--- src/rtl/svc_axi_pkg.sv ---
// Shared AXI constants and the stream write master state type.
package svc_axi_pkg;

    localparam logic [1:0] AXI_BURST_INCR  = 2'b01;
    localparam logic [1:0] AXI_RESP_OKAY   = 2'b00;
    localparam logic [1:0] AXI_RESP_SLVERR = 2'b10;

    typedef enum logic [1:0] {
        ST_IDLE = 2'd0,
        ST_AW   = 2'd1,
        ST_W    = 2'd2,
        ST_B    = 2'd3
    } wr_state_t;

endpackage

--- src/rtl/svc_axi_burst_len.sv ---
// Burst sizing: take as many beats as remain, but never run past the next
// MAX_BURST-beat aligned boundary.
module svc_axi_burst_len
    import svc_axi_pkg::*;
#(
    parameter int unsigned AXI_ADDR_WIDTH = 16,
    parameter int unsigned AXI_DATA_WIDTH = 16,
    parameter int unsigned MAX_BURST      = 16,
    parameter int unsigned LEN_WIDTH      = 16
) (
    input  logic [AXI_ADDR_WIDTH-1:0]      addr,
    input  logic [LEN_WIDTH-1:0]           remaining,
    output logic [$clog2(MAX_BURST):0]     burst_beats_c
);

    localparam int unsigned SIZE_W  = $clog2(AXI_DATA_WIDTH / 8);
    localparam int unsigned MB_W    = $clog2(MAX_BURST);
    localparam int unsigned BEATS_W = MB_W + 1;

    logic [BEATS_W-1:0] offset;
    logic [BEATS_W-1:0] room;
    logic               unused_addr_bits;

    // Beat index within the current MAX_BURST window.
    if (MB_W == 0) begin : g_single_beat
        assign offset = '0;
    end else begin : g_multi_beat
        assign offset = BEATS_W'(addr[SIZE_W +: MB_W]);
    end

    assign room             = BEATS_W'(MAX_BURST) - offset;
    assign burst_beats_c    = (remaining < LEN_WIDTH'(room)) ? BEATS_W'(remaining) : room;
    assign unused_addr_bits = ^addr;

endmodule

--- src/rtl/svc_axi_stream_wr.sv ---
// Stream-to-AXI4 write master: splits a transfer into aligned INCR bursts,
// one outstanding burst at a time, and pulses done at the end.
module svc_axi_stream_wr
    import svc_axi_pkg::*;
#(
    parameter int unsigned AXI_ADDR_WIDTH = 16,
    parameter int unsigned AXI_DATA_WIDTH = 16,
    parameter int unsigned AXI_ID_WIDTH   = 4,
    parameter int unsigned MAX_BURST      = 16,
    parameter int unsigned LEN_WIDTH      = 16
) (
    input  logic                        clk,
    input  logic                        rst_n,

    input  logic                        start,
    input  logic [AXI_ADDR_WIDTH-1:0]   start_addr,
    input  logic [LEN_WIDTH-1:0]        start_beats,
    input  logic [AXI_ID_WIDTH-1:0]     start_id,
    output logic                        busy,
    output logic                        done,
    output logic                        error,

    input  logic                        s_valid,
    input  logic [AXI_DATA_WIDTH-1:0]   s_data,
    output logic                        s_ready,

    output logic                        m_axi_awvalid,
    output logic [AXI_ID_WIDTH-1:0]     m_axi_awid,
    output logic [AXI_ADDR_WIDTH-1:0]   m_axi_awaddr,
    output logic [7:0]                  m_axi_awlen,
    output logic [2:0]                  m_axi_awsize,
    output logic [1:0]                  m_axi_awburst,
    input  logic                        m_axi_awready,

    output logic                        m_axi_wvalid,
    output logic [AXI_DATA_WIDTH-1:0]   m_axi_wdata,
    output logic [AXI_DATA_WIDTH/8-1:0] m_axi_wstrb,
    output logic                        m_axi_wlast,
    input  logic                        m_axi_wready,

    input  logic                        m_axi_bvalid,
    input  logic [AXI_ID_WIDTH-1:0]     m_axi_bid,
    input  logic [1:0]                  m_axi_bresp,
    output logic                        m_axi_bready
);

    localparam int unsigned SIZE_W  = $clog2(AXI_DATA_WIDTH / 8);
    localparam int unsigned STRB_W  = AXI_DATA_WIDTH / 8;
    localparam int unsigned BEATS_W = $clog2(MAX_BURST) + 1;
    localparam logic [AXI_ADDR_WIDTH-1:0] ALIGN_MASK = ~AXI_ADDR_WIDTH'((2 ** SIZE_W) - 1);

    wr_state_t                 state_q, state_d;
    logic [AXI_ADDR_WIDTH-1:0] cur_addr_q, cur_addr_d;
    logic [LEN_WIDTH-1:0]      remaining_q, remaining_d;
    logic [AXI_ID_WIDTH-1:0]   id_q, id_d;
    logic [BEATS_W-1:0]        burst_beats_q, burst_beats_d;
    logic [BEATS_W-1:0]        beat_cnt_q, beat_cnt_d;
    logic                      awvalid_q, awvalid_d;
    logic [AXI_ADDR_WIDTH-1:0] awaddr_q, awaddr_d;
    logic [7:0]                awlen_q, awlen_d;
    logic                      bready_q, bready_d;
    logic                      busy_q, busy_d;
    logic                      done_q, done_d;
    logic                      error_q, error_d;

    logic [AXI_ADDR_WIDTH-1:0] aligned_start;
    logic [AXI_ADDR_WIDTH-1:0] addr_after;
    logic [LEN_WIDTH-1:0]      rem_after;
    logic [AXI_ADDR_WIDTH-1:0] len_addr;
    logic [LEN_WIDTH-1:0]      len_rem;
    logic [BEATS_W-1:0]        next_beats_c;

    assign aligned_start = start_addr & ALIGN_MASK;
    assign addr_after    = cur_addr_q + AXI_ADDR_WIDTH'(burst_beats_q * STRB_W);
    assign rem_after     = remaining_q - LEN_WIDTH'(burst_beats_q);

    // Size the burst that the next AW will carry, before entering AW.
    always_comb begin
        len_addr = cur_addr_q;
        len_rem  = remaining_q;
        if (state_q == ST_IDLE) begin
            len_addr = aligned_start;
            len_rem  = start_beats;
        end else if (state_q == ST_B) begin
            len_addr = addr_after;
            len_rem  = rem_after;
        end
    end

    svc_axi_burst_len #(
        .AXI_ADDR_WIDTH (AXI_ADDR_WIDTH),
        .AXI_DATA_WIDTH (AXI_DATA_WIDTH),
        .MAX_BURST      (MAX_BURST),
        .LEN_WIDTH      (LEN_WIDTH)
    ) u_burst_len (
        .addr          (len_addr),
        .remaining     (len_rem),
        .burst_beats_c (next_beats_c)
    );

    // W channel is a straight pass-through of the stream while in W.
    assign m_axi_wvalid  = (state_q == ST_W) && s_valid;
    assign s_ready       = (state_q == ST_W) && m_axi_wready;
    assign m_axi_wdata   = s_data;
    assign m_axi_wstrb   = '1;
    assign m_axi_wlast   = (state_q == ST_W) && (beat_cnt_q == burst_beats_q - 1'b1);

    assign m_axi_awvalid = awvalid_q;
    assign m_axi_awid    = id_q;
    assign m_axi_awaddr  = awaddr_q;
    assign m_axi_awlen   = awlen_q;
    assign m_axi_awsize  = 3'(SIZE_W);
    assign m_axi_awburst = AXI_BURST_INCR;
    assign m_axi_bready  = bready_q;
    assign busy          = busy_q;
    assign done          = done_q;
    assign error         = error_q;

    always_comb begin
        state_d       = state_q;
        cur_addr_d    = cur_addr_q;
        remaining_d   = remaining_q;
        id_d          = id_q;
        burst_beats_d = burst_beats_q;
        beat_cnt_d    = beat_cnt_q;
        awvalid_d     = awvalid_q;
        awaddr_d      = awaddr_q;
        awlen_d       = awlen_q;
        bready_d      = bready_q;
        busy_d        = busy_q;
        done_d        = 1'b0;
        error_d       = error_q;

        case (state_q)
            ST_IDLE: begin
                if (start) begin
                    error_d = 1'b0;
                    if (start_beats != '0) begin
                        cur_addr_d    = aligned_start;
                        remaining_d   = start_beats;
                        id_d          = start_id;
                        busy_d        = 1'b1;
                        awvalid_d     = 1'b1;
                        awaddr_d      = aligned_start;
                        awlen_d       = 8'(next_beats_c - 1'b1);
                        burst_beats_d = next_beats_c;
                        state_d       = ST_AW;
                    end else begin
                        done_d = 1'b1;
                    end
                end
            end
            ST_AW: begin
                if (m_axi_awready) begin
                    awvalid_d  = 1'b0;
                    beat_cnt_d = '0;
                    state_d    = ST_W;
                end
            end
            ST_W: begin
                if (m_axi_wvalid && m_axi_wready) begin
                    if (m_axi_wlast) begin
                        bready_d = 1'b1;
                        state_d  = ST_B;
                    end else begin
                        beat_cnt_d = beat_cnt_q + 1'b1;
                    end
                end
            end
            ST_B: begin
                if (m_axi_bvalid && bready_q) begin
                    if ((m_axi_bresp != AXI_RESP_OKAY) || (m_axi_bid != id_q)) begin
                        error_d = 1'b1;
                    end
                    cur_addr_d  = addr_after;
                    remaining_d = rem_after;
                    bready_d    = 1'b0;
                    if (rem_after == '0) begin
                        done_d  = 1'b1;
                        busy_d  = 1'b0;
                        state_d = ST_IDLE;
                    end else begin
                        awvalid_d     = 1'b1;
                        awaddr_d      = addr_after;
                        awlen_d       = 8'(next_beats_c - 1'b1);
                        burst_beats_d = next_beats_c;
                        state_d       = ST_AW;
                    end
                end
            end
            default: state_d = ST_IDLE;
        endcase
    end

    always_ff @(posedge clk) begin
        if (!rst_n) begin
            state_q       <= ST_IDLE;
            cur_addr_q    <= '0;
            remaining_q   <= '0;
            id_q          <= '0;
            burst_beats_q <= '0;
            beat_cnt_q    <= '0;
            awvalid_q     <= 1'b0;
            awaddr_q      <= '0;
            awlen_q       <= '0;
            bready_q      <= 1'b0;
            busy_q        <= 1'b0;
            done_q        <= 1'b0;
            error_q       <= 1'b0;
        end else begin
            state_q       <= state_d;
            cur_addr_q    <= cur_addr_d;
            remaining_q   <= remaining_d;
            id_q          <= id_d;
            burst_beats_q <= burst_beats_d;
            beat_cnt_q    <= beat_cnt_d;
            awvalid_q     <= awvalid_d;
            awaddr_q      <= awaddr_d;
            awlen_q       <= awlen_d;
            bready_q      <= bready_d;
            busy_q        <= busy_d;
            done_q        <= done_d;
            error_q       <= error_d;
        end
    end

endmodule

--- config.mk ---
export PLATFORM = sky130hd
export DESIGN_NAME = svc_axi_stream_wr
export DESIGN_NICKNAME = d
export VERILOG_FILES = /design/src/rtl/svc_axi_pkg.sv /design/src/rtl/svc_axi_burst_len.sv /design/src/rtl/svc_axi_stream_wr.sv
export SDC_FILE = /design/constraint.sdc
export NUM_CORES = 1
export LEC_CHECK = 0
export BUFFER_PORTS_ARGS = -buffer_cell sky130_fd_sc_hd__buf_4
export CAP_MARGIN = 20
export CORE_UTILIZATION = 40
export CTS_BUF_LIST = sky130_fd_sc_hd__clkbuf_2
export DETAILED_ROUTE_END_ITERATION = 16
export PLACE_DENSITY = 0.65
export SLEW_MARGIN = 20
export SYNTH_ARGS = -nofsm -noshare
export SYNTH_HDL_FRONTEND = slang
export SYNTH_SLANG_ARGS = --single-unit
--- constraint.sdc ---
create_clock -name clk -period 12.05 [get_ports clk]
set_input_delay 2.41 -clock clk [delete_from_list [all_inputs] [get_ports clk]]
set_output_delay 2.41 -clock clk [all_outputs]
set_load 0.05 [all_outputs]
==> flow_metrics.py <==
metrics = {
    "run_status": {
        "status": "complete, no violations",
    },
    "min_path": {
        "hp-class": "reg2reg",
        "hp-start": "cur_addr_q[0]$_SDFFE_PN0P_",
    },
    "detailed_routing": {
        "dr.pass1.iters": 4,
        "routed_wl_um": 14400,
        "drtIter0Drc": 338,
        "vias": 5153,
        "drc": 0,
        "antenna_left": 0,
        "wl_per_cell_um": 15.8,
        "vias_per_cell": 5.64,
    },
    "synthesis": {
        "yosysMostFrequentCell": "dfxtp_1",
        "synth_flop_cell": "dfxtp_1",
        "netlist_area_um2": 5400,
        "yosysUniqueCellTypes": 75,
        "yosysTopAreaCellShare_pct": 27.8,
        "yosysSeqAreaShare_pct": 27.8,
        "yosys.area.top_type": "dfxtp_1",
        "synthTopCellsByCount": "dfxtp_1, nand2_1, nor2_1, a21oi_1, o21ai_0",
        "ys_top_cells_by_area": "dfxtp_1, ha_1, nand2_1, nor2_1, a21oi_1",
        "synth_cells": 693,
        "ys_ff_latch": 75,
        "synth-edff-count": 0,
        "syn_avg_cell_area_um2": 7.79,
        "ys_async_sr_fraction_pct": 0,
        "yosysWarnings": 0,
    },
    "floorplanning": {
        "die_w_um": 118,
        "dieArea_um2": 14000,
        "core_um2": 13200,
        "num_io_pins": 124,
        "die_h_um": 118,
        "start_util_pct": 40.9,
        "rows": 42,
    },
    "grt": {
        "grt_pass1_vias": 4997,
        "grtUsageMet3_pct": 4.73,
        "grt_pass1_wl_um": 24100,
        "grt_overflow": 0,
        "grt_use_met1_pct": 27.2,
        "track_usage_pct": 21.3,
        "grt_max_degree": 76,
        "antenna_found_initial": 0,
        "met2_usage_pct": 35.0,
        "busiest_layer": "met2",
    },
    "clock_tree": {
        "clock_path_buffers": 2,
        "cts_hold_buf": 0,
        "cts_buffers": 9,
        "clock_sinks": 75,
        "clock_insertion_delay_worst_skew_ns": 0.58,
        "cts_setup_buffers": 0,
        "cts_root_buffer": "clkbuf_2",
        "cts_tree": "done",
        "ctsResizeCount": 0,
        "ctsHtreeMaxLevel": 3,
        "clk_pin_slew_ns": 0.22,
    },
    "worst_setup_path": {
        "crit_slowest_cell": "mux2_2",
        "cp-end-kind": "flop",
        "crit_buf_inv": 2,
        "start_kind": "primary input",
        "cp_top_family": "compound AO/OA/AOI/OAI gates",
        "slowest_delay_ns": 0.36,
        "r2r_start": "burst_beats_q[1]$_SDFFE_PN0P_",
        "startpoint": "start_addr[1]",
        "critPathKind": "in2reg",
        "worstPathMaxFanout": 12,
        "arrival_ns": 5.99,
        "crit_path_cell_trace": "buf_4 > mux2i_1 > ha_1 > xnor2_1 > ha_1 > a21oi_1 > a21oi_1 > a2111oi_4 > o211ai_2 > mux2_2 > ha_1 > inv_1 > o41ai_1 > mux2i_1 > o21ai_0",
        "critPathMostFrequentCell": "ha_1",
        "cp.required_ns": 12.56,
    },
    "sta": {
        "finalHoldViolations": 0,
        "setup_viol": 0,
        "fin_crit_ns": 5.48,
        "fmax_ghz": 0.183,
        "maxSlewHeadroom_pct": 45.3,
        "drv_slew": 0,
        "tns_ns": 0,
        "finClkSkew_ns": 0.0303,
        "rsz0062_at_grt": "no",
        "tightest_slew_ns": 0.821,
        "fin_hold_ws_ns": 0.462,
        "fin_crit_sh_pct": 45.5,
    },
    "placed_design": {
        "hpwl_um": 10200,
        "gp_congestion": 0.843,
        "port-buffer-count": 83,
    },
    "job": {
        "drv_cap": 0,
    },
    "cells_and_area": {
        "syn_to_final_growth_pct": 11.3,
        "diodes": 0,
        "fillerInstances": 1353,
        "fin_nets": 821,
        "drive_gt1_share_pct": 17.4,
    },
    "power": {
        "p_per_area_nw_per_um2": 310,
        "p_leak_nw": 2.53,
        "vdd_drop_max_uv": 157,
    },
}
-- layer usage --
metal  wire, um  up-vias  part of all wire [%]
met1       6640     2436                    46
met5          0        -                     0
li1           -     2521                     -
met4        316        0                   2.2
met2       6730      170                    47
met3        752       26                   5.2
-- worst paths after layout --
path | end | slack, ns | cells past startpoint
max | m_axi_awlen[4]$_SDFFE_PN0P_ | 6.57 | 15
min reg2reg | cur_addr_q[0]$_SDFFE_PN0P_ | 0.46 | 1
min | cur_addr_q[0]$_SDFFE_PN0P_ | 0.46 | 1
max reg2reg | m_axi_awlen[4]$_SDFFE_PN0P_ | 7.14 | 18
-- cell usage in the layout, fill, tap and decap left out, drive strengths merged, types with 13 or more instances in the layout --
master / Yosys / layout
buf: 38 / 89
inv: 29 / 30
nor2b: 13 / 13
xnor2: 24 / 24
a21boi: 20 / 20
nor2: 69 / 69
dfxtp: 75 / 75
mux2i: 16 / 16
nand2: 71 / 71
ha: 22 / 22
nor3: 22 / 22
nand3: 24 / 24
o21ai: 43 / 43
a21oi: 42 / 42
-- power breakdown --
| part | switching (mW) | internal [mW] |
|---|---|---|
| clock network | 0.0996 | 0.0282 |
| registers | 0.104 | 0.340 |
| logic | 0.816 | 0.475 |
-- registers in the layout (all words and copies together) (netlist names), 2 cells and up --
| signal | cells |
|---|---|
| beat_cnt_q | 5 |
| m_axi_awaddr | 16 |
| burst_beats_q | 5 |
| m_axi_awid | 4 |
| remaining_q | 16 |
| cur_addr_q | 16 |
| m_axi_awlen | 6 |
| state_q | 2 |
-- metrics by stage --
stage | cells | power, mW | worst slack, ns | utilization, % | area, um2
6_report | 913 | 1.86 | 6.57 | 45.5 | 6010
4_1_cts | 913 | 1.86 | 6.46 | 45.5 | 6000
3_3_place_gp | 897 | 1.68 | 6.11 | 44.8 | 5910
2_1_floorplan | 698 | 1.46 | 6.71 | - | 5420
5_1_grt | 913 | 2.02 | 6.18 | 45.5 | 6010
3_5_place_dp | 897 | 1.72 | 6.02 | 44.8 | 5910
-- cell families (layout without fill, tap and decap cells) --
kind of cell / Yosys count / after routing / synth area share (%)
and+or+nand+nor: 248 / 248 / 21.9
AOI/OAI and AO/OA: 197 / 197 / 25.7
buffers and inverters: 95 / 134 / 9.39
DFF: 75 / 75 / 27.8
xor gates and xnor gates: 33 / 33 / 5.36
adders and majority gates: 24 / 24 / 5.84
muxes: 19 / 19 / 3.83
other: 2 / 7 / 0.139
-- final cells by class --
type,count,area (um2),area share [%]
repair buffers,89,668,11.1
clock buffers,10,50.0,0.833
well taps,176,220,3.67
clock inverters,6,40.0,0.667
flip-flops and latches,75,1500,25.0
multi-input cells,528,3420,56.9
inverters,29,109,1.81
-- worst reg2reg max path: cells and delay by family (launching register included) --
family | cells | cell delay [ns]
buf+inv | 2 | 0.20
flops | 1 | 0.58
fa+ha+maj | 3 | 0.86
simple gates | 3 | 0.55
compound gates | 8 | 2.16
mux | 2 | 0.49
Power figures use the tool's default switching activity.
